File: config.mk
export PLATFORM = sky130hd
export DESIGN_NAME = spi_byte_seq_flat
export DESIGN_NICKNAME = d
export VERILOG_FILES = /design/src/rtl/spi_byte_seq_if.sv /design/src/rtl/spi_byte_seq.sv /design/src/flat_wrapper.sv
export SDC_FILE = /design/constraint.sdc
export NUM_CORES = 1
export LEC_CHECK = 0
export CORE_MARGIN = 5
export CORE_UTILIZATION = 40
export DETAILED_ROUTE_END_ITERATION = 10
export GPL_TIMING_DRIVEN = 0
export HOLD_SLACK_MARGIN = 0.06
export PLACE_DENSITY = 0.66
export SYNTH_ARGS = -nofsm -noshare
export SYNTH_HDL_FRONTEND = slang
export SYNTH_SLANG_ARGS = --single-unit
File: constraint.sdc
create_clock -name clk -period 2.26 [get_ports clk]
set_clock_uncertainty 0.05 [all_clocks]
set_input_delay 0.226 -clock clk [delete_from_list [all_inputs] [get_ports clk]]
set_output_delay 0.226 -clock clk [all_outputs]
set_load 0.005 [all_outputs]
File: src/rtl/spi_byte_seq_if.sv
// Command/response streams and SPI core register bus of the byte sequencer.
// The slave modport is the sequencer's view, the master modport is the client/core side.
interface spi_byte_seq_if;
  logic       cmd_valid;
  logic       cmd_ready;
  logic [7:0] cmd_data;
  logic [2:0] cmd_slave;
  logic [1:0] cmd_mode;
  logic       cmd_last;

  logic       rsp_valid;
  logic       rsp_ready;
  logic [7:0] rsp_data;
  logic       rsp_err;

  logic [1:0] addr;
  logic       wr;
  logic [7:0] data_wr;
  logic [7:0] data_rd;
  logic       busy;

  modport slave (
    input  cmd_valid, cmd_data, cmd_slave, cmd_mode, cmd_last, rsp_ready, data_rd,
    output cmd_ready, rsp_valid, rsp_data, rsp_err, addr, wr, data_wr, busy
  );

  modport master (
    output cmd_valid, cmd_data, cmd_slave, cmd_mode, cmd_last, rsp_ready, data_rd,
    input  cmd_ready, rsp_valid, rsp_data, rsp_err, addr, wr, data_wr, busy
  );
endinterface

File: src/rtl/spi_byte_seq.sv
// Byte-stream to SPI-core register sequencer: select, load, start, poll, read back, respond.
// Optional macro SPI_SEQ_SS_SKIP_EN skips the slave-select write when the same slave is still asserted.
module spi_byte_seq #(
  parameter logic [7:0] CPRE_INIT = 8'd4,
  parameter int         POLL_GAP  = 4,
  parameter int         TIMEOUT   = 4096
) (
  input  logic          clk,
  input  logic          rst_n,
  spi_byte_seq_if.slave bus
);

  localparam int TW = $clog2(TIMEOUT) + 1;
  localparam int GW = $clog2(POLL_GAP) + 1;
  localparam logic [TW-1:0] TMO_LIMIT = TW'(TIMEOUT);
  localparam logic [GW-1:0] GAP_LAST  = GW'(POLL_GAP - 1);

  localparam logic [1:0] A_CTRL = 2'd0;
  localparam logic [1:0] A_CPRE = 2'd1;
  localparam logic [1:0] A_DATA = 2'd2;
  localparam logic [1:0] A_SS   = 2'd3;
  localparam logic [7:0] SS_NONE = 8'hFF;

  typedef enum logic [3:0] {
    ST_INIT,
    ST_INIT_CPRE,
    ST_INIT_SS,
    ST_IDLE,
    ST_WR_SS,
    ST_WR_TX,
    ST_WR_CTRL,
    ST_POLL_WAIT,
    ST_POLL_RD,
    ST_RD_RX,
    ST_SS_OFF,
    ST_ERR,
    ST_RSP
  } state_e;

  state_e          state_q, state_d;
  logic [7:0]      data_q, data_d;
  logic [2:0]      slave_q, slave_d;
  logic [1:0]      mode_q, mode_d;
  logic            last_q, last_d;
  logic [TW-1:0]   tmo_q, tmo_d;
  logic [GW-1:0]   gap_q, gap_d;
  logic            cmd_ready_q, cmd_ready_d;
  logic            rsp_valid_q, rsp_valid_d;
  logic [7:0]      rsp_data_q, rsp_data_d;
  logic            rsp_err_q, rsp_err_d;
  logic [1:0]      addr_q, addr_d;
  logic            wr_q, wr_d;
  logic [7:0]      data_wr_q, data_wr_d;
  logic            busy_q, busy_d;
`ifdef SPI_SEQ_SS_SKIP_EN
  logic [3:0]      trk_q, trk_d;
`endif

  // Bus outputs are registered from the state being entered, so the bus always
  // reflects state_q and reads of data_rd line up with the address on the bus.
  always_comb begin
    // NOTE: every variable gets a default here so no path leaves it unassigned (no latches).
    state_d     = state_q;
    data_d      = data_q;
    slave_d     = slave_q;
    mode_d      = mode_q;
    last_d      = last_q;
    tmo_d       = tmo_q;
    gap_d       = gap_q;
    rsp_data_d  = rsp_data_q;
    rsp_err_d   = rsp_err_q;
    addr_d      = addr_q;
    data_wr_d   = data_wr_q;
    wr_d        = 1'b0;
`ifdef SPI_SEQ_SS_SKIP_EN
    trk_d       = trk_q;
`endif

    unique case (state_q)
      ST_INIT: begin
        state_d = ST_INIT_CPRE;
`ifdef SPI_SEQ_SS_SKIP_EN
        trk_d   = 4'd0;
`endif
      end
      ST_INIT_CPRE: state_d = ST_INIT_SS;
      ST_INIT_SS:   state_d = ST_IDLE;
      ST_IDLE: begin
        if (bus.cmd_valid && cmd_ready_q) begin
          data_d  = bus.cmd_data;
          slave_d = bus.cmd_slave;
          mode_d  = bus.cmd_mode;
          last_d  = bus.cmd_last;
          state_d = ST_WR_SS;
`ifdef SPI_SEQ_SS_SKIP_EN
          if (trk_q[3] && (trk_q[2:0] == bus.cmd_slave)) state_d = ST_WR_TX;
`endif
        end
      end
      ST_WR_SS: begin
        state_d = ST_WR_TX;
`ifdef SPI_SEQ_SS_SKIP_EN
        trk_d   = {1'b1, slave_q};
`endif
      end
      ST_WR_TX: state_d = ST_WR_CTRL;
      ST_WR_CTRL: begin
        tmo_d   = '0;
        gap_d   = '0;
        state_d = ST_POLL_WAIT;
      end
      ST_POLL_WAIT: begin
        if (tmo_q != '1) tmo_d = tmo_q + 1'b1;
        if (gap_q == GAP_LAST) begin
          gap_d   = '0;
          state_d = ST_POLL_RD;
        end else begin
          gap_d   = gap_q + 1'b1;
        end
      end
      ST_POLL_RD: begin
        if (tmo_q != '1) tmo_d = tmo_q + 1'b1;
        // EndTx has priority over an expiring timeout on the same poll.
        if (bus.data_rd[3])            state_d = ST_RD_RX;
        else if (tmo_q >= TMO_LIMIT)   state_d = ST_ERR;
        else                           state_d = ST_POLL_WAIT;
      end
      ST_RD_RX: begin
        rsp_data_d = bus.data_rd;
        state_d    = last_q ? ST_SS_OFF : ST_RSP;
      end
      ST_SS_OFF: begin
        state_d = ST_RSP;
`ifdef SPI_SEQ_SS_SKIP_EN
        trk_d   = 4'd0;
`endif
      end
      ST_ERR: begin
        rsp_err_d  = 1'b1;
        rsp_data_d = 8'h00;
        state_d    = ST_RSP;
`ifdef SPI_SEQ_SS_SKIP_EN
        trk_d      = 4'd0;
`endif
      end
      ST_RSP: begin
        if (bus.rsp_ready) begin
          rsp_err_d = 1'b0;
          state_d   = ST_IDLE;
        end
      end
      default: state_d = ST_INIT;
    endcase

    cmd_ready_d = (state_d == ST_IDLE);
    busy_d      = (state_d != ST_IDLE);
    rsp_valid_d = (state_d == ST_RSP);

    unique case (state_d)
      ST_INIT_CPRE: begin
        wr_d = 1'b1; addr_d = A_CPRE; data_wr_d = CPRE_INIT;
      end
      ST_INIT_SS, ST_SS_OFF, ST_ERR: begin
        wr_d = 1'b1; addr_d = A_SS; data_wr_d = SS_NONE;
      end
      ST_WR_SS: begin
        wr_d = 1'b1; addr_d = A_SS; data_wr_d = ~(8'b1 << slave_d);
      end
      ST_WR_TX: begin
        wr_d = 1'b1; addr_d = A_DATA; data_wr_d = data_d;
      end
      ST_WR_CTRL: begin
        wr_d = 1'b1; addr_d = A_CTRL; data_wr_d = {5'b0, 1'b1, mode_d};
      end
      ST_POLL_WAIT, ST_POLL_RD: addr_d = A_CTRL;
      ST_RD_RX:                 addr_d = A_DATA;
      default: ;
    endcase
  end

  always_ff @(posedge clk or negedge rst_n) begin
    if (!rst_n) begin
      state_q     <= ST_INIT;
      data_q      <= 8'h00;
      slave_q     <= 3'd0;
      mode_q      <= 2'd0;
      last_q      <= 1'b0;
      tmo_q       <= '0;
      gap_q       <= '0;
      cmd_ready_q <= 1'b0;
      rsp_valid_q <= 1'b0;
      rsp_data_q  <= 8'h00;
      rsp_err_q   <= 1'b0;
      addr_q      <= 2'd0;
      wr_q        <= 1'b0;
      data_wr_q   <= 8'h00;
      busy_q      <= 1'b1;
`ifdef SPI_SEQ_SS_SKIP_EN
      trk_q       <= 4'd0;
`endif
    end else begin
      // NOTE: non-blocking assignments so every flop samples pre-edge values.
      state_q     <= state_d;
      data_q      <= data_d;
      slave_q     <= slave_d;
      mode_q      <= mode_d;
      last_q      <= last_d;
      tmo_q       <= tmo_d;
      gap_q       <= gap_d;
      cmd_ready_q <= cmd_ready_d;
      rsp_valid_q <= rsp_valid_d;
      rsp_data_q  <= rsp_data_d;
      rsp_err_q   <= rsp_err_d;
      addr_q      <= addr_d;
      wr_q        <= wr_d;
      data_wr_q   <= data_wr_d;
      busy_q      <= busy_d;
`ifdef SPI_SEQ_SS_SKIP_EN
      trk_q       <= trk_d;
`endif
    end
  end

  assign bus.cmd_ready = cmd_ready_q;
  assign bus.rsp_valid = rsp_valid_q;
  assign bus.rsp_data  = rsp_data_q;
  assign bus.rsp_err   = rsp_err_q;
  assign bus.addr      = addr_q;
  assign bus.wr        = wr_q;
  assign bus.data_wr   = data_wr_q;
  assign bus.busy      = busy_q;

endmodule

File: src/flat_wrapper.sv
// flat-port wrapper written by rule: the top's interface ports become plain ports
module spi_byte_seq_flat 
#(
  parameter logic [7:0] CPRE_INIT = 8'd4,
  parameter int         POLL_GAP  = 4,
  parameter int         TIMEOUT   = 4096
)
  (clk, rst_n, bus_cmd_valid, bus_cmd_data, bus_cmd_slave, bus_cmd_mode, bus_cmd_last, bus_rsp_ready, bus_data_rd, bus_cmd_ready, bus_rsp_valid, bus_rsp_data, bus_rsp_err, bus_addr, bus_wr, bus_data_wr, bus_busy);
  spi_byte_seq_if bus_i ();
  input  logic clk;
  input  logic rst_n;
  input wire logic [$bits(bus_i.cmd_valid)-1:0] bus_cmd_valid;
  input wire logic [$bits(bus_i.cmd_data)-1:0] bus_cmd_data;
  input wire logic [$bits(bus_i.cmd_slave)-1:0] bus_cmd_slave;
  input wire logic [$bits(bus_i.cmd_mode)-1:0] bus_cmd_mode;
  input wire logic [$bits(bus_i.cmd_last)-1:0] bus_cmd_last;
  input wire logic [$bits(bus_i.rsp_ready)-1:0] bus_rsp_ready;
  input wire logic [$bits(bus_i.data_rd)-1:0] bus_data_rd;
  output wire logic [$bits(bus_i.cmd_ready)-1:0] bus_cmd_ready;
  output wire logic [$bits(bus_i.rsp_valid)-1:0] bus_rsp_valid;
  output wire logic [$bits(bus_i.rsp_data)-1:0] bus_rsp_data;
  output wire logic [$bits(bus_i.rsp_err)-1:0] bus_rsp_err;
  output wire logic [$bits(bus_i.addr)-1:0] bus_addr;
  output wire logic [$bits(bus_i.wr)-1:0] bus_wr;
  output wire logic [$bits(bus_i.data_wr)-1:0] bus_data_wr;
  output wire logic [$bits(bus_i.busy)-1:0] bus_busy;
  assign bus_i.cmd_valid = bus_cmd_valid;
  assign bus_i.cmd_data = bus_cmd_data;
  assign bus_i.cmd_slave = bus_cmd_slave;
  assign bus_i.cmd_mode = bus_cmd_mode;
  assign bus_i.cmd_last = bus_cmd_last;
  assign bus_i.rsp_ready = bus_rsp_ready;
  assign bus_i.data_rd = bus_data_rd;
  assign bus_cmd_ready = bus_i.cmd_ready;
  assign bus_rsp_valid = bus_i.rsp_valid;
  assign bus_rsp_data = bus_i.rsp_data;
  assign bus_rsp_err = bus_i.rsp_err;
  assign bus_addr = bus_i.addr;
  assign bus_wr = bus_i.wr;
  assign bus_data_wr = bus_i.data_wr;
  assign bus_busy = bus_i.busy;
  spi_byte_seq #(.CPRE_INIT(CPRE_INIT), .POLL_GAP(POLL_GAP), .TIMEOUT(TIMEOUT)) u_core (.clk(clk), .rst_n(rst_n), .bus(bus_i));
endmodule
Yosys cells after proc, flatten, opt, wreduce, memory -nomap -nowiden:

Cells that the tools add are included.

* register bits after elaboration: 57
* bits of input ports: 26
* output and inout port bits: 23
* logic and storage cells: 90

* add/sub/neg operators: 2
* magnitude comparators: 1
* eq/ne operators: 29
* shift operators: 1
* mux-type cells: 23
* bitwise gates (word level): 1
* reductions and logical operators: 18

Operator list (number)
* case mux 4 bit (12 select lines): 1
* equality test 4 bit, second input constant: 10
* case mux 8 bit (5 select lines): 1
* equality test 4 x 3 -> 1 bit, second input constant: 8
* case mux 13 bit (2 select lines): 1
* two-way mux 4 bit: 5
* equality test 4 x 2 -> 1 bit, second input constant: 4
* two-way mux 8 bit: 2
* case mux 8 bit (2 select lines): 1
* adder 13 x 1 -> 13 bit, second input constant: 1
* >= comparator 13 bit, second input constant: 1
* two-way mux 13 bit: 1
* inequality test 13 bit, second input constant: 1
* two-way mux 3 bit: 4
* equality test 4 x 1 -> 1 bit, second input constant: 2
* NOT 8 bit: 1
* case mux 2 bit (4 select lines): 1
* nonzero test 2 bit: 4
* << shifter 1 x 3 -> 8 bit, first input constant: 1
* OR reduction 7 bit: 1
* case mux 3 bit (2 select lines): 1
* AND reduction 2 bit: 3
* OR reduction 2 bit: 3
* OR reduction 3 bit: 2
* other kinds (13): 15

Logic depth before layout (Yosys ltp):

* depth after elaboration: 7
* mapped depth: 8
* gate-level depth less buffers: 7

Worst setup path before layout:

Ideal clock, no wire load.

* kind: register -> register
* from: register u_core.state_q[2]
* to: register u_core.data_wr_q[2], in the netlist u_core.bus.data_wr[2]
* setup time: 0.084 ns
* data arrival time: 2.071 ns
* data required time: 2.126 ns
* setup slack: 0.055 ns
* cell stages (with the launch flop): 8
* buffers on the path: 2
* period minus slack after synthesis: 2.205 ns
* cell sequence: dfrtp_1 > buf_6 > or4b_1 > buf_2 > o32a_4 > and3_4 > or3_4 > a41oi_2

* word-level cells in the longest chain between the ends: 6
* elaborated cells on any way between the ends: 32
* classes of those cells: eq/ne (19); shift (1); mux (7); bitwise (1); reduce/logical (4)

RTL lines
* start: declaration: line spi_byte_seq.sv:40 `state_e state_q, state_d;`
* start signal: assignment: line spi_byte_seq.sv:203 `state_q <= state_d;`
* equality test 4 bit: line spi_byte_seq.sv:79 `unique case (state_q)`
* OR reduction 2 bit (no line)
* case mux 4 bit (12 select lines): line spi_byte_seq.sv:79
* equality test 4 x 2 -> 1 bit or equality test 4 bit (tied branches): line spi_byte_seq.sv:159 `unique case (state_d)`
* OR reduction 3 bit
* case mux 8 bit (5 select lines) or nonzero test 5 bit (tied branches)
* end signal: assignment: line spi_byte_seq.sv:216 `data_wr_q <= data_wr_d;`
* end: declaration: line spi_byte_seq.sv:53 `logic [7:0] data_wr_q, data_wr_d;`

Parallel ways exist; a longest one is shown, timed or not.
A chain may end at the register's enable or synchronous reset.

Worst setup path after layout:

* from: register u_core.state_q[2]
* to: register u_core.data_wr_q[4], in the netlist u_core.bus.data_wr[4]

The elaborated chain is that of the path after synthesis.

==> flow_summary.json <==
{
  "synthCells": 286,
  "critical-path-max-stage-delay_ns": 0.52,
  "drive_gt1_share_pct": 18.13,
  "finish.net_count": 380,
  "hold_slack_ns": 0.3117,
  "cp_cell_sequence": "or4b_4, o32a_4, and3_4, o31ai_4, buf_6, o2111ai_2",
  "detail_route.vias_per_cell": 5.487,
  "critical_path_required_ns": 2.39,
  "worstSetupEndpointType": "flop",
  "grt_max_degree": 35,
  "finalCoreUtilization_pct": 54.02,
  "sum_of_overflow_across_all_layers_after_global_routing": 0,
  "critical_path.reg2reg.endpoint": "u_core.bus.data_wr[4]",
  "layout_common_cells": "sky130_fd_sc_hd__dfrtp_1, sky130_fd_sc_hd__clkdlybuf4s50_1, sky130_fd_sc_hd__nand2_1",
  "dp_hpwl_um": 4695,
  "static-leakage-power_nw": 1.595,
  "timing.critical_path.to": "u_core.bus.data_wr[4]",
  "fp.dieArea_um2": 8704,
  "placeableCoreArea_um2": 6756,
  "tritoncts": "yes",
  "crit_path_start_kind": "flop",
  "worstHoldPathType": "input port to flop",
  "timing_worst_slew_pin_value_ns": 0.5043,
  "critical_path.max_fanout": 4,
  "yosys.area.top_type_share_pct": 47.79,
  "cts_htree_levels": 2,
  "power.share.sequential_pct": 32.8,
  "grt_pass1_vias": 2376,
  "grt_antenna_before_repair": 0,
  "die_w_um": 93.30,
  "synth_top_cell_by_area": "sky130_fd_sc_hd__dfrtp_1",
  "post-layout-total-power_mw": 4.722,
  "drv_cap": 0,
  "post_synth_edffs": 0,
  "p_int_mw": 2.935,
  "min_period_over_period_pct": 97.02,
  "synthToLayoutAreaGrowth_pct": 31.51,
  "min-delay-start": "bus_cmd_slave[1]",
  "r2r-start": "u_core.state_q[2]",
  "combPwrFrac_pct": 55.2,
  "grt_setup_unrepaired": "false",
  "port_buffers": 47,
  "num_antenna_cells": 0,
  "route.vias.total": 2376,
  "finalCriticalPeriod_ns": 2.193,
  "power_density_over_the_cells_nw_per_um2": 1294,
  "syn-mean-instance-area_um2": 9.703,
  "fraction_of_registers_with_async_set_reset_pct": 100.0,
  "worst_ep_arrival_ns": 2.32,
  "grt_first_pass_wirelength_um": 11180,
  "reg2regPathDepth": 6,
  "timing.critical_path.from": "u_core.state_q[2]",
  "die_height_um": 93.30,
  "ys_types": 51,
  "worstSetupPathType": "flop to flop",
  "critical-path-slowest-cell": "sky130_fd_sc_hd__or4b_4",
  "power.switching_mw": 1.787,
  "worst_ir_drop_vdd_mv": 0.6774,
  "leading_post_synthesis_cells_by_cell_area": "sky130_fd_sc_hd__dfrtp_1, sky130_fd_sc_hd__nand2_1, sky130_fd_sc_hd__mux2_2",
  "number_of_design_rule_violations_left_by_the_first_detailed_router_iteration": 129,
  "synthesis.nets": 314,
  "maxSlewViolCount": 0,
  "ctsLongestPathBuffers": 2,
  "synth-warning-count": 0,
  "routabilityCongestion": 0.7759,
  "grtUsageTotal_pct": 15.96,
  "cts_made_buffers": 5,
  "antenna_violating_nets_post_route": 0,
  "fill_cells": 616,
  "route.detailed.wl_per_inst_um": 15.58,
  "floorplan.io_pins": 49,
  "postSynth.topFlopCell": "sky130_fd_sc_hd__dfrtp_1",
  "drt_pass1_iterations": 4,
  "final-hold-violation-count": 0,
  "fmax_mhz": 456.1,
  "site_rows": 30,
  "drc": 0,
  "slew-limit-headroom_pct": 66.38,
  "synth_seq_area_share_pct": 48.74,
  "clock_latency_of_the_later_clocked_register_in_the_worst_skew_pair_ns": 0.31,
  "netlist_area_pre_place_um2": 2775,
  "clk_pin_slew_worst_paths_ns": 0.10,
  "finalSetupViolCount": 0,
  "setup.reg_to_reg.worst_slack_ns": 0.07,
  "wl_um": 6745,
  "starting_utilization_of_the_core_area_pct": 41.07,
  "outcome": "finished clean",
  "power.clock.fraction_pct": 12.0,
  "layout.cells.most_common": "sky130_fd_sc_hd__dfrtp_1",
  "synth_seq_cells": 54,
  "clock_sinks": 54,
  "netSwitchingFraction_pct": 37.85,
  "clock-root-buffer": "sky130_fd_sc_hd__clkbuf_8"
}
-- worst max-delay path: cells and delay by family (launching register included) --
kind	cells	cell delay, ns
buf+inv	1	0.16
simple gates	2	0.72
compound gates	3	0.66
flops	1	0.46
-- state kept, by name, indices dropped and copies added, names as in the netlist, 2 cells and up --
register,cells
u_core.tmo_q,13
u_core.bus.data_wr,8
u_core.bus.rsp_data,8
u_core.data_q,8
u_core.state_q,4
u_core.gap_q,3
u_core.bus.addr,2
u_core.mode_q,2
-- synth_stat cells, types with 5 or more instances --
cell / n
sky130_fd_sc_hd__dfrtp_1: 53
sky130_fd_sc_hd__nand2_1: 37
sky130_fd_sc_hd__inv_1: 17
sky130_fd_sc_hd__nand3_1: 17
sky130_fd_sc_hd__o21ai_0: 16
sky130_fd_sc_hd__a21oi_1: 15
sky130_fd_sc_hd__nor2_1: 11
sky130_fd_sc_hd__clkbuf_1: 10
sky130_fd_sc_hd__mux2_2: 10
sky130_fd_sc_hd__a31oi_1: 8
sky130_fd_sc_hd__o211ai_1: 7
sky130_fd_sc_hd__nor2b_1: 6
sky130_fd_sc_hd__o2111ai_1: 6
sky130_fd_sc_hd__xor2_1: 6
sky130_fd_sc_hd__and3_1: 5
sky130_fd_sc_hd__nand4_1: 5
-- per-layer routing --
metal | GRT usage [%] | share of wire, %
met5 | 0 | 0
met4 | 4.762 | 0.93
met3 | 3.379 | 5.2
met2 | 25.37 | 48
met1 | 21.86 | 46
-- cell families (layout without fill, tap and decap cells) --
family                   after synthesis  after routing  share of synthesized area [%]
AND/OR/NAND/NOR                      110            110                          21.28
AO/OA/AOI/OAI                         69             69                          17.58
flip-flops                            54             54                          48.74
buffers and inverters                 33            100                          4.914
multiplexers                          10             10                          4.058
XOR/XNOR                               8              8                          2.525
adder cells (fa/ha/maj)                2              2                         0.9016
-- worst min-delay path by stage --
stage               cells after the start               endpoint  slack [ns]
global route                            3  u_core.bus.data_wr[4]        0.34
global placement                        2       u_core.data_q[2]        0.41
detailed placement                      1       u_core.data_q[0]        0.17
finish                                  3  u_core.bus.data_wr[4]        0.31
CTS                                     3  u_core.bus.data_wr[4]        0.28
floorplan                               0     u_core.bus.addr[0]       -0.12
-- repair_timing --
item / CTS / global route
resized for setup: 13 / 20
pin swaps: 4 / 3
endpoints found under the hold margin: 19 / 0
buffers inserted: 11 / 2
hold buffers: 1 / 0
endpoints found under the setup margin: 14 / 23
-- power groups by stage --
stage / registers, mW / clock network, mW / logic [mW]
6_report: 1.55 / 0.566 / 2.61
2_1_floorplan: 1.54 / 0 / 1.33
5_1_grt: 1.59 / 0.627 / 2.85
3_3_place_gp: 1.55 / 0 / 2.09
3_5_place_dp: 1.56 / 0 / 2.13
4_1_cts: 1.55 / 0.591 / 2.48
-- through the flow --
| stage | setup TNS (ns) | std cells | worst slack, ns | cell area [µm²] |
|---|---|---|---|---|
| detailed placement | -2.581 | 414 | -0.3211 | 3361 |
| global route | 0 | 433 | 0.006235 | 3650 |
| finish | 0 | 433 | 0.06727 | 3650 |
| global placement | -42.89 | 413 | -0.7627 | 3346 |
| floorplan | 0 | 286 | 0.05474 | 2775 |
| CTS | -0.4777 | 433 | -0.06871 | 3600 |
-- area by class of cell --
cell class / instances / area, µm² / area share, %
plain buffers: 12 / 55.05 / 1.508
inverters: 18 / 70.07 / 1.920
clock buffers: 6 / 82.58 / 2.263
flip-flops and latches: 54 / 1354 / 37.09
multi-input cells: 199 / 1359 / 37.23
well taps: 80 / 100.1 / 2.743
clock inverters: 2 / 12.51 / 0.3428
repair buffers: 62 / 616.8 / 16.90
(Power assumes the default switching activity.)
